**src/rtl/config_loader_pkg.sv**
```systemverilog
// Shared encodings and defaults for the serial configuration loader.
package config_loader_pkg;

  typedef enum logic [2:0] {
    ST_IDLE   = 3'd0,
    ST_LENGTH = 3'd1,
    ST_DATA   = 3'd2,
    ST_PARITY = 3'd3,
    ST_DONE   = 3'd4,
    ST_ERROR  = 3'd5
  } state_t;

  localparam logic [3:0] PREAMBLE      = 4'b0010;
  localparam int         LEN_W_DEF     = 24;
  localparam int         CHAIN_LEN_DEF = 12038;

endpackage

```
**src/rtl/config_loader_cfg_bit_counter.sv**
```systemverilog
// Loadable down-counter with a zero flag; shared by the length-field and data-bit counts.
module cfg_bit_counter #(
  parameter int LEN_W = 24
) (
  input  logic             clk,
  input  logic             rst_n,
  input  logic             load,
  input  logic [LEN_W-1:0] load_val,
  input  logic             dec,
  output logic             zero
);

  logic [LEN_W-1:0] cnt;

  always_ff @(posedge clk or negedge rst_n) begin
    if (!rst_n) begin
      cnt <= '0;
    end else if (load) begin
      cnt <= load_val;
    end else if (dec && (cnt != '0)) begin
      cnt <= cnt - 1'b1;
    end
  end

  assign zero = (cnt == '0);

endmodule

```
**src/rtl/config_loader.sv**
```systemverilog
// Serial bitstream loader: preamble detect, length count, chain shifting, parity check and
// daisy-chain passthrough once configuration is done.
module config_loader
  import config_loader_pkg::*;
#(
  parameter int LEN_W     = LEN_W_DEF,
  parameter int CHAIN_LEN = CHAIN_LEN_DEF
) (
  input  logic shift_clk,
  input  logic rst_n,
  input  logic prog_n,
  input  logic din,
  input  logic din_valid,
  output logic shift_en,
  output logic shift_o,
  output logic dout,
  output logic dout_valid,
  output logic busy,
  output logic done,
  output logic error
);

  state_t           state;
  logic [3:0]       window;
  logic [LEN_W-1:0] len_sr;
  logic [LEN_W-1:0] len_next;
  logic             len_ok;
  logic             preamble_hit;
  logic             parity;
  logic             cnt_load;
  logic [LEN_W-1:0] cnt_val;
  logic             cnt_dec;
  logic             cnt_zero;

  assign len_next     = {len_sr[LEN_W-2:0], din};
  assign len_ok       = (len_next != '0) && (len_next <= LEN_W'(CHAIN_LEN));
  assign preamble_hit = ({window[2:0], din} == PREAMBLE);

  // The counter counts remaining bits minus one, so zero marks the last bit of a field.
  always_comb begin
    cnt_load = 1'b0;
    cnt_val  = '0;
    cnt_dec  = 1'b0;
    if (prog_n && din_valid) begin
      case (state)
        ST_IDLE: begin
          if (preamble_hit) begin
            cnt_load = 1'b1;
            cnt_val  = LEN_W'(LEN_W - 1);
          end
        end
        ST_LENGTH: begin
          if (cnt_zero) begin
            cnt_load = len_ok;
            cnt_val  = len_next - 1'b1;
          end else begin
            cnt_dec = 1'b1;
          end
        end
        ST_DATA: cnt_dec = !cnt_zero;
        default: ;
      endcase
    end
  end

  cfg_bit_counter #(
    .LEN_W(LEN_W)
  ) u_cnt (
    .clk      (shift_clk),
    .rst_n    (rst_n),
    .load     (cnt_load),
    .load_val (cnt_val),
    .dec      (cnt_dec),
    .zero     (cnt_zero)
  );

  always_ff @(posedge shift_clk or negedge rst_n) begin
    if (!rst_n) begin
      state      <= ST_IDLE;
      window     <= 4'b1111;
      len_sr     <= '0;
      parity     <= 1'b0;
      shift_en   <= 1'b0;
      shift_o    <= 1'b0;
      dout       <= 1'b1;
      dout_valid <= 1'b0;
      busy       <= 1'b0;
      done       <= 1'b0;
      error      <= 1'b0;
    end else begin
      shift_en   <= 1'b0;
      dout_valid <= 1'b0;
      // A restart drops any bit presented in the same cycle.
      if (!prog_n) begin
        state  <= ST_IDLE;
        window <= 4'b1111;
        dout   <= 1'b1;
        busy   <= 1'b0;
        done   <= 1'b0;
        error  <= 1'b0;
      end else if (din_valid) begin
        case (state)
          ST_IDLE: begin
            window <= {window[2:0], din};
            if (preamble_hit) begin
              state <= ST_LENGTH;
              busy  <= 1'b1;
            end
          end
          ST_LENGTH: begin
            len_sr <= len_next;
            if (cnt_zero) begin
              if (len_ok) begin
                state  <= ST_DATA;
                parity <= 1'b0;
              end else begin
                state <= ST_ERROR;
                error <= 1'b1;
                busy  <= 1'b0;
              end
            end
          end
          ST_DATA: begin
            shift_o  <= din;
            shift_en <= 1'b1;
            parity   <= parity ^ din;
            if (cnt_zero) state <= ST_PARITY;
          end
          ST_PARITY: begin
            busy <= 1'b0;
            if ((parity ^ din) == 1'b0) begin
              state <= ST_DONE;
              done  <= 1'b1;
            end else begin
              state <= ST_ERROR;
              error <= 1'b1;
            end
          end
          ST_DONE: begin
            dout       <= din;
            dout_valid <= 1'b1;
          end
          ST_ERROR: ;
          default: state <= ST_IDLE;
        endcase
      end
    end
  end

endmodule

```
**config.mk**
```make
export PLATFORM = sky130hd
export DESIGN_NAME = config_loader
export DESIGN_NICKNAME = d
export VERILOG_FILES = /design/src/rtl/config_loader_pkg.sv /design/src/rtl/config_loader_cfg_bit_counter.sv /design/src/rtl/config_loader.sv
export SDC_FILE = /design/constraint.sdc
export NUM_CORES = 1
export LEC_CHECK = 0
export CAP_MARGIN = 20
export CORE_ASPECT_RATIO = 2
export CORE_UTILIZATION = 45
export DETAILED_ROUTE_END_ITERATION = 8
export GPL_TIMING_DRIVEN = 0
export PLACE_DENSITY_LB_ADDON = 0.12
export SYNTH_ARGS = -nofsm -noshare
export SYNTH_HDL_FRONTEND = slang
export SYNTH_SLANG_ARGS = --single-unit
```
**constraint.sdc**
```tcl
create_clock -name shift_clk -period 2.2 [get_ports shift_clk]
set_input_delay 0.66 -clock shift_clk [delete_from_list [all_inputs] [get_ports shift_clk]]
set_output_delay 0.66 -clock shift_clk [all_outputs]
set_load 0.01 [all_outputs]
```
==> key figures, run 1 <==
STA
  – F_max: 0.430 GHz
  – Setup TNS: -1.60 ns
  – Final min period: 2.33 ns
  – Hold Vio Cnt, Final: 0
  – # setup viols final: 25
  – Hold Slack: about 0.40 ns
  – Setup Skew: approximately 0.0056 ns
  – Final worst setup slack: -0.126 ns
  – Period utilization: 106%
  – Unrepaired setup endpoints after global routing: yes
  – Actual slew at the worst max-slew pin: approximately 0.80 ns
  – Final count of pins violating max slew: 0
  – Max_slew headroom: around 47%

Worst setup path
  – Reg2reg setup slack: -0.13 ns
  – CP Data Arrival Time: roughly 2.5 ns
  – Kind of critical path: reg -> reg
  – Worst r2r path cells: 7
  – Reg2reg start: len_sr[5]
  – Worst setup SP type: flop
  – Critical path peak fanout: 5
  – WP data required: 2.40 ns
  – Crit. End Element: flop
  – Critical R2R Capture: u_cnt.cnt[16]

Die
  – Core Rows: 46
  – Die Y: approximately 130 µm
  – Core Footprint: 7940 µm²
  – I/O pins: 12
  – Die area: 8590 µm²
  – Initial Utilization: ~46%
  – Die X: between 60 and 70 µm

Worst hold path
  – Hold WC Path Type: in -> async

Synthesis
  – Synth Instances: between 300 and 400
  – Syn Nets: 388
  – Area share of the largest cell type after synthesis: around 39%
  – Yosys warns: 0
  – Synth Cell Area: about 3700 µm²
  – Synth Area per Inst: just under 10 µm²
  – Synth top area cells: dfrtp_1 39%, mux2_2 6.4%, xnor2_1 4.3%, xor2_1 3.1%, nand2_1 3.1%
  – Library cells used by synthesis: 69
  – Synthesis-stage register bit count: 61
  – Most common cell in the netlist: dfrtp_1
  – Yosys top cell by area: dfrtp_1
  – Post-synth EDFFs: 0
  – Seq/Total Area, Yosys: 41.5%
  – Async SR Flop Fraction: 100%
  – Top_reg_cell synth: dfrtp_1
  – Synth top cells by count: 57 x dfrtp_1, 30 x nand2_1, 28 x nor2_1

Power
  – Peak supply drop: around 0.00045 V
  – Total Power: about 2.9 mW
  – Cell Pwr Density: approximately 590 nW/µm²
  – LEAKAGE: 2.16 nW

Clocking
  – Clock Latency Late Sink: about 0.33 ns
  – Clock root buffer: clkbuf_16
  – Reg clk slew, reported paths: roughly 0.05 ns
  – Num CTS Buffers: 9
  – Max Root-Sink Buffers: 2
  – CTS tree: yes
  – Sink Count: 61
  – H-Tree Depth: 3
  – Hold Buf Count CTS: 0

Routing
  – Initial drt markers: ~220
  – Post-route DRC: 0
  – DRT Pass-1 Iters: 7
  – Via count: about 3,200
  – Routed len/inst: around 20 µm
  – ANT nets after route: 0
  – Vias per cell: ~6.0
  – Post-Route WL: around 11,000 µm

Global routing
  – Vias in the first global route: 3,311
  – Initial antenna violation count: 0
  – GRT Residual Overflow: 0
  – First-pass GRT wire length: approximately 17,000 µm
  – Largest net degree at the start of global routing: 62
  – Gr usage total: 26.9%

Run
  – Max-Cap Viols: 0

Status
  – Violated checks: negative setup slack
  – Status: finished, violations left

Placement
  – DP HPWL: around 7300 µm
  – Cell count after placement: between 400 and 500
  – GP Congestion: around 0.84
  – Pre-CTS WS: -1.23 ns
  – Port Buffer Count: 9

Finish
  – Nets@finish: 443
  – Area grow syn2layout: 33.3%
  – Ant diodes: 0
  – Layout cells sized above 1: a little under two fifths
  – Final Non-Filler Cells: 534
==> logic make-up after synthesis <==
family	share of synthesized area (%)
compound gates	13.5
xor+xnor	7.36
fa+ha+maj	1.69
buf+inv	4.17
flops	41.5
mux	7.76
simple gates	24.1
==> worst max-delay path, stage by stage, from the launching register on <==
cell and delay [ns]:
dfrtp_2 0.43, or4_4 0.54, a311oi_2 0.29, or4b_4 0.20
nand4_4 0.15, clkbuf_16 0.20, a221oi_4 0.27, o22ai_2 0.10
==> sequential cells by signal, summed over array words and instances (netlist names) <==
register,cells
dout_valid,1
state,3
window,3
error,1
shift_en,1
done,1
parity,1
busy,1
u_cnt.cnt,24
shift_o,1
len_sr,23
dout,1
==> area by class of cell <==
cell class / count / area (µm²)
plain buffers: 19 / 126
clock buffers: 13 / 260
clock inverters: 3 / 67.6
fillers: 656 / 3020
inverters: 9 / 37.5
multi-input cells: 285 / 2330
flip-flops and latches: 61 / 1540
well taps: 96 / 120
repair buffers: 48 / 435
==> repair_timing <==
action | CTS | global route
gates cloned | 1 | 0
pin swaps | 21 | 17
setup buffers | 30 | 8
gates resized for setup | 60 | 20
setup endpoints to repair | 30 | 25
==> power breakdown <==
part / internal, mW / switching [mW]
Clock: 1.05 / 0.503
Sequential: 1.14 / 0.0214
Combinational: 0.0729 / 0.110
Total: 2.27 / 0.634
==> worst max-delay path by stage <==
stage / start / to / slack (ns) / depth (start not counted)
floorplan: din / u_cnt.cnt[20] / -0.11 / 8
global placement: rst_n / done / -1.60 / 1
detailed placement: din / u_cnt.cnt[23] / -1.23 / 10
CTS: len_sr[3] / u_cnt.cnt[16] / -0.10 / 8
global route: len_sr[5] / u_cnt.cnt[16] / -0.20 / 7
finish: len_sr[5] / u_cnt.cnt[16] / -0.13 / 7
==> through the flow <==
stage	utilization, %	area (µm²)
6_report	62.0	4920
3_3_place_gp	50.0	3970
2_1_floorplan	-	3760
4_1_cts	59.8	4750
5_1_grt	62.0	4920
3_5_place_dp	50.0	3970
==> per-layer routing <==
layer | track usage [%] | part of all wire [%] | vias to the layer above
met5 | 0 | 0 | -
met4 | 18.0 | 5.2 | 0
met1 | 24.2 | 34 | 1600
li1 | - | - | 1493
met3 | 5.68 | 2.6 | 35
met2 | 51.3 | 58 | 71
==> placed cells by master, fill, tap and decap left out, types with 6 or more instances in the layout <==
master           instances
dfrtp_2                  6
nand2_1                 28
nand3_1                  7
mux2_2                  21
nor2_1                  25
clkbuf_16               10
buf_4                   36
nor4_2                   6
nor3_1                  14
a21oi_1                 10
xor2_1                  13
clkdlybuf4s50_1          7
o21ai_0                 11
dfrtp_1                 51
xnor2_1                 17
clkbuf_1                 8
nand4_1                  8
Note: power is estimated with default switching activity, not from simulation.
==> run 2: changes to the inputs <==
- CORE_MARGIN: not set -> 10
- TNS_END_PERCENT: not set -> 20
==> run 2 against run 1 <==
- the flow still finishes with violations (negative setup slack)
- count of clock-buffer cells in the layout decreased by 3
- via count decreased by 3.5%
- cell count decreased by 2.2%
- maximum frequency decreased by 0.55%
==> key figures, run 2 (synthesized netlist as in run 1, its figures left out) <==
Status
  – Status: finished, violations left
  – Violated checks: negative setup slack

Worst setup path
  – Kind of critical path: reg -> reg
  – Crit-path slowest cell: or4_4
  – WP data required: 2.42 ns (+0.02 ns)
  – Crit. End Element: flop
  – Critical path cell sequence: or4_4 > nor3_2 > nand4_1 > buf_4 > nand4_4 > buf_4 > nor3_2 > a211o_1
  – Critical path peak fanout: 7 (+2)
  – Worst setup SP type: flop
  – CP Data Arrival Time: 2.56 ns (+0.03 ns)
  – Slowest stage delay, CP: 0.56 ns (+0.02 ns)

Placement
  – Port Buffer Count: 9 (unchanged)
  – DP HPWL: 7330 µm (+0.64%)
  – DP Area: 3940 µm² (-0.60%)
  – GP Congestion: 0.843 (+0.50%)

STA
  – Period utilization: 106% (+0.59 points)
  – Final count of pins violating max slew: 0 (unchanged)
  – # setup viols final: 27 (+8.0%)
  – Max_slew headroom: 47.1% (+0.12 points)
  – Unrepaired setup endpoints after global routing: yes
  – Hold Vio Cnt, Final: 0 (unchanged)
  – Setup Skew: 0.00446 ns (-0.00118 ns)
  – F_max: 0.428 GHz (-0.55%)
  – Final min period: 2.34 ns (+0.0129 ns)
  – Actual slew at the worst max-slew pin: 0.794 ns (-0.00176 ns)
  – Setup TNS: -1.55 ns (+0.0525 ns)
  – Final worst setup slack: -0.139 ns (-0.0129 ns)

Finish
  – Largest register by flop count: u_cnt.cnt
  – Area grow syn2layout: 26.2%
  – Nets@finish: 431 (-2.7%)
  – Final instance area: 4660 µm² (-5.3%)
  – Ant diodes: 0 (unchanged)
  – Layout cells sized above 1: 31.7% (-6.0 points)
  – Leading cell type in the layout, fill and taps excluded: dfrtp_1
  – Max reg flops: 24 (unchanged)
  – Most frequent cells in the layout: 53 x dfrtp_1, 29 x nand2_1, 26 x nor2_1
  – Largest regs: u_cnt.cnt: 24 flops, len_sr: 23 flops

Run
  – Max-Cap Viols: 0 (unchanged)

Clocking
  – Hold Buf Count CTS: 0 (unchanged)
  – CTS tree: yes
  – H-Tree Depth: 3 (unchanged)
  – Clock Latency Late Sink: 0.34 ns (about the same)
  – Sink Count: 61 (unchanged)
  – Max Root-Sink Buffers: 2 (unchanged)
  – Num CTS Buffers: 9 (unchanged)
  – Reg clk slew, reported paths: 0.05 ns (about the same)
  – Clock root buffer: clkbuf_16

Worst hold path
  – Hold WC Path Type: in -> async

Routing
  – ANT nets after route: 0 (unchanged)
  – Metal3 WL: 310 µm (+12%)
  – Via count: 3,088 (-3.5%)
  – Routed len/inst: 19.6 µm (-1.8%)
  – Vias per cell: 5.92 (-1.3%)
  – Post-route DRC: 0 (unchanged)
  – Met2 wire len: 5950 µm (-4.0%)
  – Post-Route WL: 10,200 µm (-4.0%)
  – Wl on met1: 3520 µm (-3.2%)
  – Max Used Layer: met4
  – DRT Pass-1 Iters: 4 (-3)
  – Initial drt markers: 278 (+29%)

Global routing
  – Gr usage total: 16.6% (-10 points)
  – Initial antenna violation count: 0 (unchanged)
  – Largest net degree at the start of global routing: 62 (unchanged)
  – First-pass GRT wire length: 16,500 µm (-1.2%)
  – Vias in the first global route: 3,269 (-1.3%)
  – GRT Residual Overflow: 0 (unchanged)

Die
  – Core Footprint: 7940 µm² (unchanged)
  – I/O pins: 12 (unchanged)
  – Core Rows: 46 (unchanged)
  – Initial Utilization: 46.5% (unchanged)
  – Die X: 84.0 µm (+27%)
  – Die area: 12,400 µm² (+45%)
  – Die Y: 148 µm (+14%)

Power
  – LEAKAGE: 2.07 nW (-4.4%)
  – Peak supply drop: 0.000448 V (-0.91%)
  – Cell Pwr Density: 586 nW/µm² (-0.59%)
==> run 2: cell types whose count changed in the layout (fill, tap and decap cells not counted), moves of 3 or more <==
cell	previous run	this run
o22ai_2	5	0
o22ai_1	2	7
buf_4	36	23
a21oi_2	5	0
buf_2	5	8
a21oi_1	10	15
==> run 2: worst max-delay path: cells and delay by family (launching register included) <==
family	cells	cell delay (ns)
AOI/OAI and AO/OA	1	0.27
and+or+nand+nor	5	1.11
buffers and inverters	2	0.38
DFF	1	0.47
==> run 2: stage by stage <==
step                hold WS [ns]  std cells  util [%]  power (mW)  worst slack, ns
CTS                        0.445        517      57.6        2.75           -0.103
floorplan                  0.364        378         -        1.27           -0.113
detailed placement         0.515        483      49.7        1.33            -1.24
finish                     0.409        522      58.7        2.73           -0.139
global placement           0.485        483      49.7        1.33            -1.59
global route               0.473        522      58.7        2.81           -0.213
==> run 2: power by group <==
part | leakage (nW) | switching, mW | internal (mW)
combinational | 1.12 | 0.106 | 0.0680
sequential | 0.812 | 0.0212 | 1.14
clock | 0.138 | 0.522 | 0.873
total | 2.07 | 0.649 | 2.08
==> run 2: final timing paths <==
kind                       slack [ns]  cells past startpoint            to      start
max                             -0.14                      8  u_cnt.cnt[6]  len_sr[9]
min                              0.41                      1  u_cnt.cnt[7]      rst_n
max reg2reg                     -0.14                      8  u_cnt.cnt[6]  len_sr[9]
min reg2reg                      0.53                      2         error      error
max in group asynchronous        1.22                      1    len_sr[17]      rst_n
min in group shift_clk           0.53                      2         error      error
==> run 2: cell type report <==
| cell class | count | area, µm² |
|---|---|---|
| clock inverters | 6 | 63.8 |
| clock buffers | 10 | 229 |
| flip-flops and latches | 61 | 1540 |
| repair buffers | 33 | 323 |
| multi-input cells | 285 | 2210 |
| fillers | 712 | 3280 |
| plain buffers | 22 | 144 |
| inverters | 9 | 37.5 |
| well taps | 96 | 120 |
==> run 2: routing by layer <==
metal / vias up / global-route usage, %
li1: 1466 / -
met1: 1513 / 14.6
met2: 79 / 32.2
met3: 30 / 3.01
met4: 0 / 11.2
met5: - / 0
==> run 2: repair_timing <==
action	4_1_cts	5_1_grt
setup endpoints to repair	30	30
pin swaps	12	10
buffers inserted	18	4
resized for setup	47	9
gates cloned	1	1
==> RTL edit 1: new RTL, settings of run 1 <==
The 6 states of `state_t` get a one-hot encoding in 6 bits.
--- a/src/rtl/config_loader_pkg.sv
+++ b/src/rtl/config_loader_pkg.sv
@@ -1,13 +1,13 @@
 // Shared encodings and defaults for the serial configuration loader.
 package config_loader_pkg;
 
-  typedef enum logic [2:0] {
-    ST_IDLE   = 3'd0,
-    ST_LENGTH = 3'd1,
-    ST_DATA   = 3'd2,
-    ST_PARITY = 3'd3,
-    ST_DONE   = 3'd4,
-    ST_ERROR  = 3'd5
+  typedef enum logic [5:0] {
+    ST_IDLE   = 6'b000001,
+    ST_LENGTH = 6'b000010,
+    ST_DATA   = 6'b000100,
+    ST_PARITY = 6'b001000,
+    ST_DONE   = 6'b010000,
+    ST_ERROR  = 6'b100000
   } state_t;
 
   localparam logic [3:0] PREAMBLE      = 4'b0010;
Behaviour: same outputs for any inputs over 10 cycles, from zero or initial values and one cycle with rst_n low; not proved beyond that.
==> RTL edit 1 against run 1 <==
The run still ends with setup timing left; setup slack got worse by 0.31 ns; wire length grew 0.47%; synthesized cell count rose by 15%; first-iteration DRC count unchanged; largest cell class unchanged; via count rose by 9.6%; sequential cell count rose by 3; final cell count rose by 11%; final area up 2.5%; highest routed layer unchanged; die area grew 0.66%; non-clock buffer count is 4 higher; synthesized area increased by 0.68%; global-route usage shrank 0.55 points.
Power is not compared: it rests on default switching activity, and its combinational part moved more than twofold at a synthesized area within 25%.
==> RTL edit 1: results (changes against run 1) <==
Run status
  • Status: finished with violations
  • Failing checks: setup timing

Drt
  • Pre-antenna DRT Iters: 5 (-2)
  • Routed wire length: 10700 µm (+0.47%)
  • Vias per inst: 5.90 (-1.5%)
  • Via Count: 3505 (+9.6%)

Finish
  • Register area: 1620 µm² (+5.0%)
  • Multi-input gates: 337 (+18%)
  • Fillers: 660 (+0.61%)
  • Inverters: 10 (+1)
  • Final core utilization: 63.5% (+1.5 points)
  • Final nets: 503 (+14%)
  • Bufs w/o clock: 71 (+6.0%)
  • Multi-input combinational area share: 46.5% (-0.96 points)
  • Biggest regs: u_cnt.cnt: 24 flops, len_sr: 23 flops, state: 6 flops
  • Clock buffer count: 10 (-3)
  • Share of layout cells above drive strength 1: 31.5% (-6.1 points)
  • Clock-cell share: 5.93% (-0.73 points)

Setup path
  • Arrival time at the worst endpoint: 2.89 ns (+0.36 ns)
  • Worst Reg-to-Reg Cells: 6 (-1)
  • Crit-path max cell delay: 0.56 ns (+0.02 ns)

Synth
  • Seq/Total Area, Yosys: 43.3% (+1.8 points)
  • Area contributors post-synth: dfrtp_1 40%, nand2_1 9.4%, dfstp_2 3.5%
  • Netlist cell types: 63 (-8.7%)
  • Mux cell area share after synthesis: 1.89% (-5.9 points)
  • Adder-cell share of the synthesized area: 1.68% (-0.011 points)
  • Xor/xnor share of the synthesized area: 4.01% (-3.3 points)
  • Compound-Gate Fraction of Synth Area: 15.2% (+1.7 points)
  • Syn Nets: 444 (+14%)
  • Top cells by count, synth: 93 x nand2_1, 59 x dfrtp_1, 31 x nor2_1

GRT
  • Largest net degree at the start of global routing: 65 (+4.8%)
  • First-pass GRT wire length: 16900 µm (+1.6%)

Placement
  • # port buffers: 10 (+1)
  • Placed inst area: 4090 µm² (+3.1%)
  • Cells after DPL: 540 (+12%)
  • Post-DP HPWL: 7090 µm (-2.7%)

Timing
  • Fin Setup TNS: -10.38 ns (-8.78 ns)
  • Worst Hold Slack: 0.425 ns (+0.0278 ns)
  • Final setup viols: 34 (+36%)
  • Post-route setup slack: -0.433 ns (-0.307 ns)
  • Worst clock skew: 0.00661 ns (+0.000975 ns)

Floorplan
  • Die width: 66.3 µm (+0.33%)
[RTL edit 1: cell types whose count changed after synthesis, moves of 5 or more]
cell,run 1,this run
nor2b_1,3,8
xnor2_1,18,10
o211ai_1,3,10
mux2_2,21,0
buf_2,11,2
nand2_1,30,93
or2_2,0,6
or4_1,3,12
nand4_1,8,2
nand3_1,9,17
o21ai_0,14,26
a21oi_1,15,7
clkbuf_1,8,18
xor2_1,13,7
[RTL edit 1: where the power goes]
group / switching (µW) / leakage (µW) / internal (µW)
clock: 531 / 0.000147 / 882
combinational: 362 / 0.00132 / 220
sequential: 56.8 / 0.000855 / 1220
[RTL edit 1: timing repair]
item / in CTS / in global routing
buffers inserted: 26 / 19
cloned: 0 / 1
gates resized for setup: 46 / 46
endpoints found under the setup margin: 54 / 34
pin swaps: 13 / 24
[RTL edit 1: layer usage]
layer	wire length [µm]	vias up	track usage, %
met1	3990	1724	28.3
met2	5900	89	47.6
met5	0	-	0
met4	544	0	15.9
met3	280	34	3.65
li1	-	1658	-
==> RTL edit 2: new RTL, settings of run 1 <==
Without the edit above. The package constant `LEN_W_DEF` goes from 24 to 48.
--- a/src/rtl/config_loader_pkg.sv
+++ b/src/rtl/config_loader_pkg.sv
@@ -11,7 +11,7 @@
   } state_t;
 
   localparam logic [3:0] PREAMBLE      = 4'b0010;
-  localparam int         LEN_W_DEF     = 24;
+  localparam int         LEN_W_DEF     = 48;
   localparam int         CHAIN_LEN_DEF = 12038;
 
 endpackage
Behaviour: same outputs for any inputs over 10 cycles, from zero or initial values and one cycle with rst_n low; that may be too few to reach the edited logic, so the function may still have changed.
==> RTL edit 2 against run 1 <==
The run still ends with setup timing left; synthesized area is 58% higher; sequential cell count is 48 higher; final cell count is 52% higher; core utilization is 2.7 points higher; final area is 66% higher; synthesized cell count is 52% higher; critical path depth is 4 higher; wire length is 70% higher; power is 130% higher; highest routed layer unchanged; sequential power is 120% higher; largest power group is now sequential cells; setup slack worse by 0.59 ns; die area is 56% higher.
==> RTL edit 2: results (changes against run 1) <==
Setup path
  • Worst Reg-to-Reg Cells: 11 (+4)
  • Reg-to-Reg End: u_cnt.cnt[21]
  • R2r startpoint: u_cnt.cnt[44]
  • Arrival time at the worst endpoint: 3.19 ns (+0.66 ns)
  • Worst setup path endpoint: u_cnt.cnt[21]
  • Worst Path Max Fanout: 7 (+2)

GRT
  • Largest net degree at the start of global routing: 57 (-8.1%)
  • Gr usage total: 27.6% (+0.66 points)
  • Vias in the first global route: 5346 (+61%)
  • First-pass GRT wire length: 27300 µm (+64%)

Synth
  • Top cells by count, synth: 105 x dfrtp_1, 47 x mux2_2, 47 x nor2_1
  • Netlist cell types: 64 (-7.2%)
  • Ys async rst share: 100% (unchanged)
  • Mapped Cells: 573 (+52%)
  • Area contributors post-synth: dfrtp_1 45%, mux2_2 9.1%, nor2_1 3.0%
  • Seq/Total Area, Yosys: 46.9% (+5.4 points)
  • Syn Nets: 582 (+50%)

Timing
  • Final setup viols: 54 (+120%)
  • Post-route setup slack: -0.719 ns (-0.593 ns)
  • Worst clock skew: 0.00968 ns (+0.00404 ns)
  • Slew Viols, Final: 0 (unchanged)
  • Worst Max-Slew Pin Slew: 0.762 ns (-0.0336 ns)

Finish
  • Antenna diodes: 0 (unchanged)
  • Final nets: 668 (+51%)
  • Biggest regs: u_cnt.cnt: 48 flops, len_sr: 47 flops
  • Share of layout cells above drive strength 1: 45.5% (+7.8 points)

Clock network
  • H-Tree Depth: 3 (unchanged)
  • Clk pin slew, worst setup/hold paths: 0.08 ns (+0.03 ns)
  • Worst-skew pair later-pin latency: 0.35 ns (+0.02 ns)
  • Num CTS Buffers: 9 (unchanged)

Placement
  • # port buffers: 10 (+1)
  • Gp weighted congestion: 0.878 (+4.7%)
  • Placed inst area: 6360 µm² (+60%)
  • Post-DP HPWL: 11500 µm (+58%)
  • Cells after DPL: 734 (+52%)

Drt
  • Pre-antenna DRT Iters: 5 (-2)
  • Via Count: 5200 (+63%)
  • Routed wire length: 18100 µm (+70%)
  • DR iter-0 viols: 447 (+110%)
  • WL/cell: 22.3 µm (+12%)

Run status
  • Failing checks: setup timing
  • Status: finished with violations

Power
  • Peak ir drop on the vdd network: 724 µV (+60%)
  • Leak pwr: 0.00355 µW (+64%)

Hold path
  • HP Class: in2async
RTL edit 2: cells by family (layout without fill, tap and decap cells):
| family | count (synthesis) | count (layout) | share of synthesized area, % |
|---|---|---|---|
| AOI/OAI and AO/OA | 111 | 111 | 13.4 |
| xor gates and xnor gates | 27 | 27 | 4.06 |
| adders and majority gates | 4 | 4 | 0.859 |
| buffers and inverters | 39 | 130 | 3.03 |
| DFF | 109 | 109 | 46.9 |
| muxes | 53 | 53 | 10.1 |
| and+or+nand+nor | 230 | 230 | 21.6 |
RTL edit 2: worst min-delay path by stage:
stage | start | endpoint | slack [ns] | depth (start not counted)
after floorplan | rst_n | busy | 0.36 | 0
after global placement | u_cnt.cnt[27] | u_cnt.cnt[27] | 0.47 | 1
after detailed placement | u_cnt.cnt[41] | u_cnt.cnt[41] | 0.49 | 1
after CTS | rst_n | dout_valid | 0.39 | 1
after global routing | rst_n | dout_valid | 0.44 | 1
final | rst_n | u_cnt.cnt[38] | 0.37 | 1
RTL edit 2: through the flow:
step	setup WS (ns)	TNS [ns]	util, %
3_5_place_dp	-1.27	-87.45	50.4
4_1_cts	-0.701	-31.90	60.6
3_3_place_gp	-3.74	-500.15	50.1
2_1_floorplan	-0.554	-23.87	-
5_1_grt	-0.796	-38.59	64.7
6_report	-0.719	-34.04	64.7
RTL edit 2: what timing repair did:
| item | CTS | global route |
|---|---|---|
| endpoints found under the hold margin | 0 | 0 |
| setup buffers | 42 | 24 |
| setup endpoints to repair | 101 | 92 |
| resized for setup | 117 | 80 |
| gates cloned | 5 | 2 |
| pin swaps | 37 | 24 |
RTL edit 2: area by class of cell:
type,count,area (µm²)
clock buffer,9,225
clock inverter,7,78.8
tap,150,188
sequential,109,2740
inverter,12,52.6
multi-input combinational,425,3750
buffer,18,241
fill,996,4460
timing repair buffer,84,890
RTL edit 2: power by group:
group	total (µW)	leakage (µW)	switching [µW]	internal, µW
Sequential	2530	0.00146	316	2220
Clock	1630	0.000148	825	809
Combinational	2480	0.00194	1320	1170
RTL edit 2: worst max-delay path: stages, from the launching register on:
cell and delay [ns]:
dfrtp_1 0.44, or4_1 0.61, or4_4 0.45, buf_6 0.13, nor4_4 0.14, buf_6 0.18, a31oi_4 0.10, buf_8 0.18
buf_4 0.14, buf_12 0.14, clkbuf_16 0.16, a21oi_2 0.15
RTL edit 2: layer usage:
metal	track usage, %	share of wire (%)	up-vias
met5	0	0	-
li1	-	-	2333
met3	4.31	3.2	75
met1	26.7	33	2619
met2	50.4	56	173
met4	19.5	7.0	0
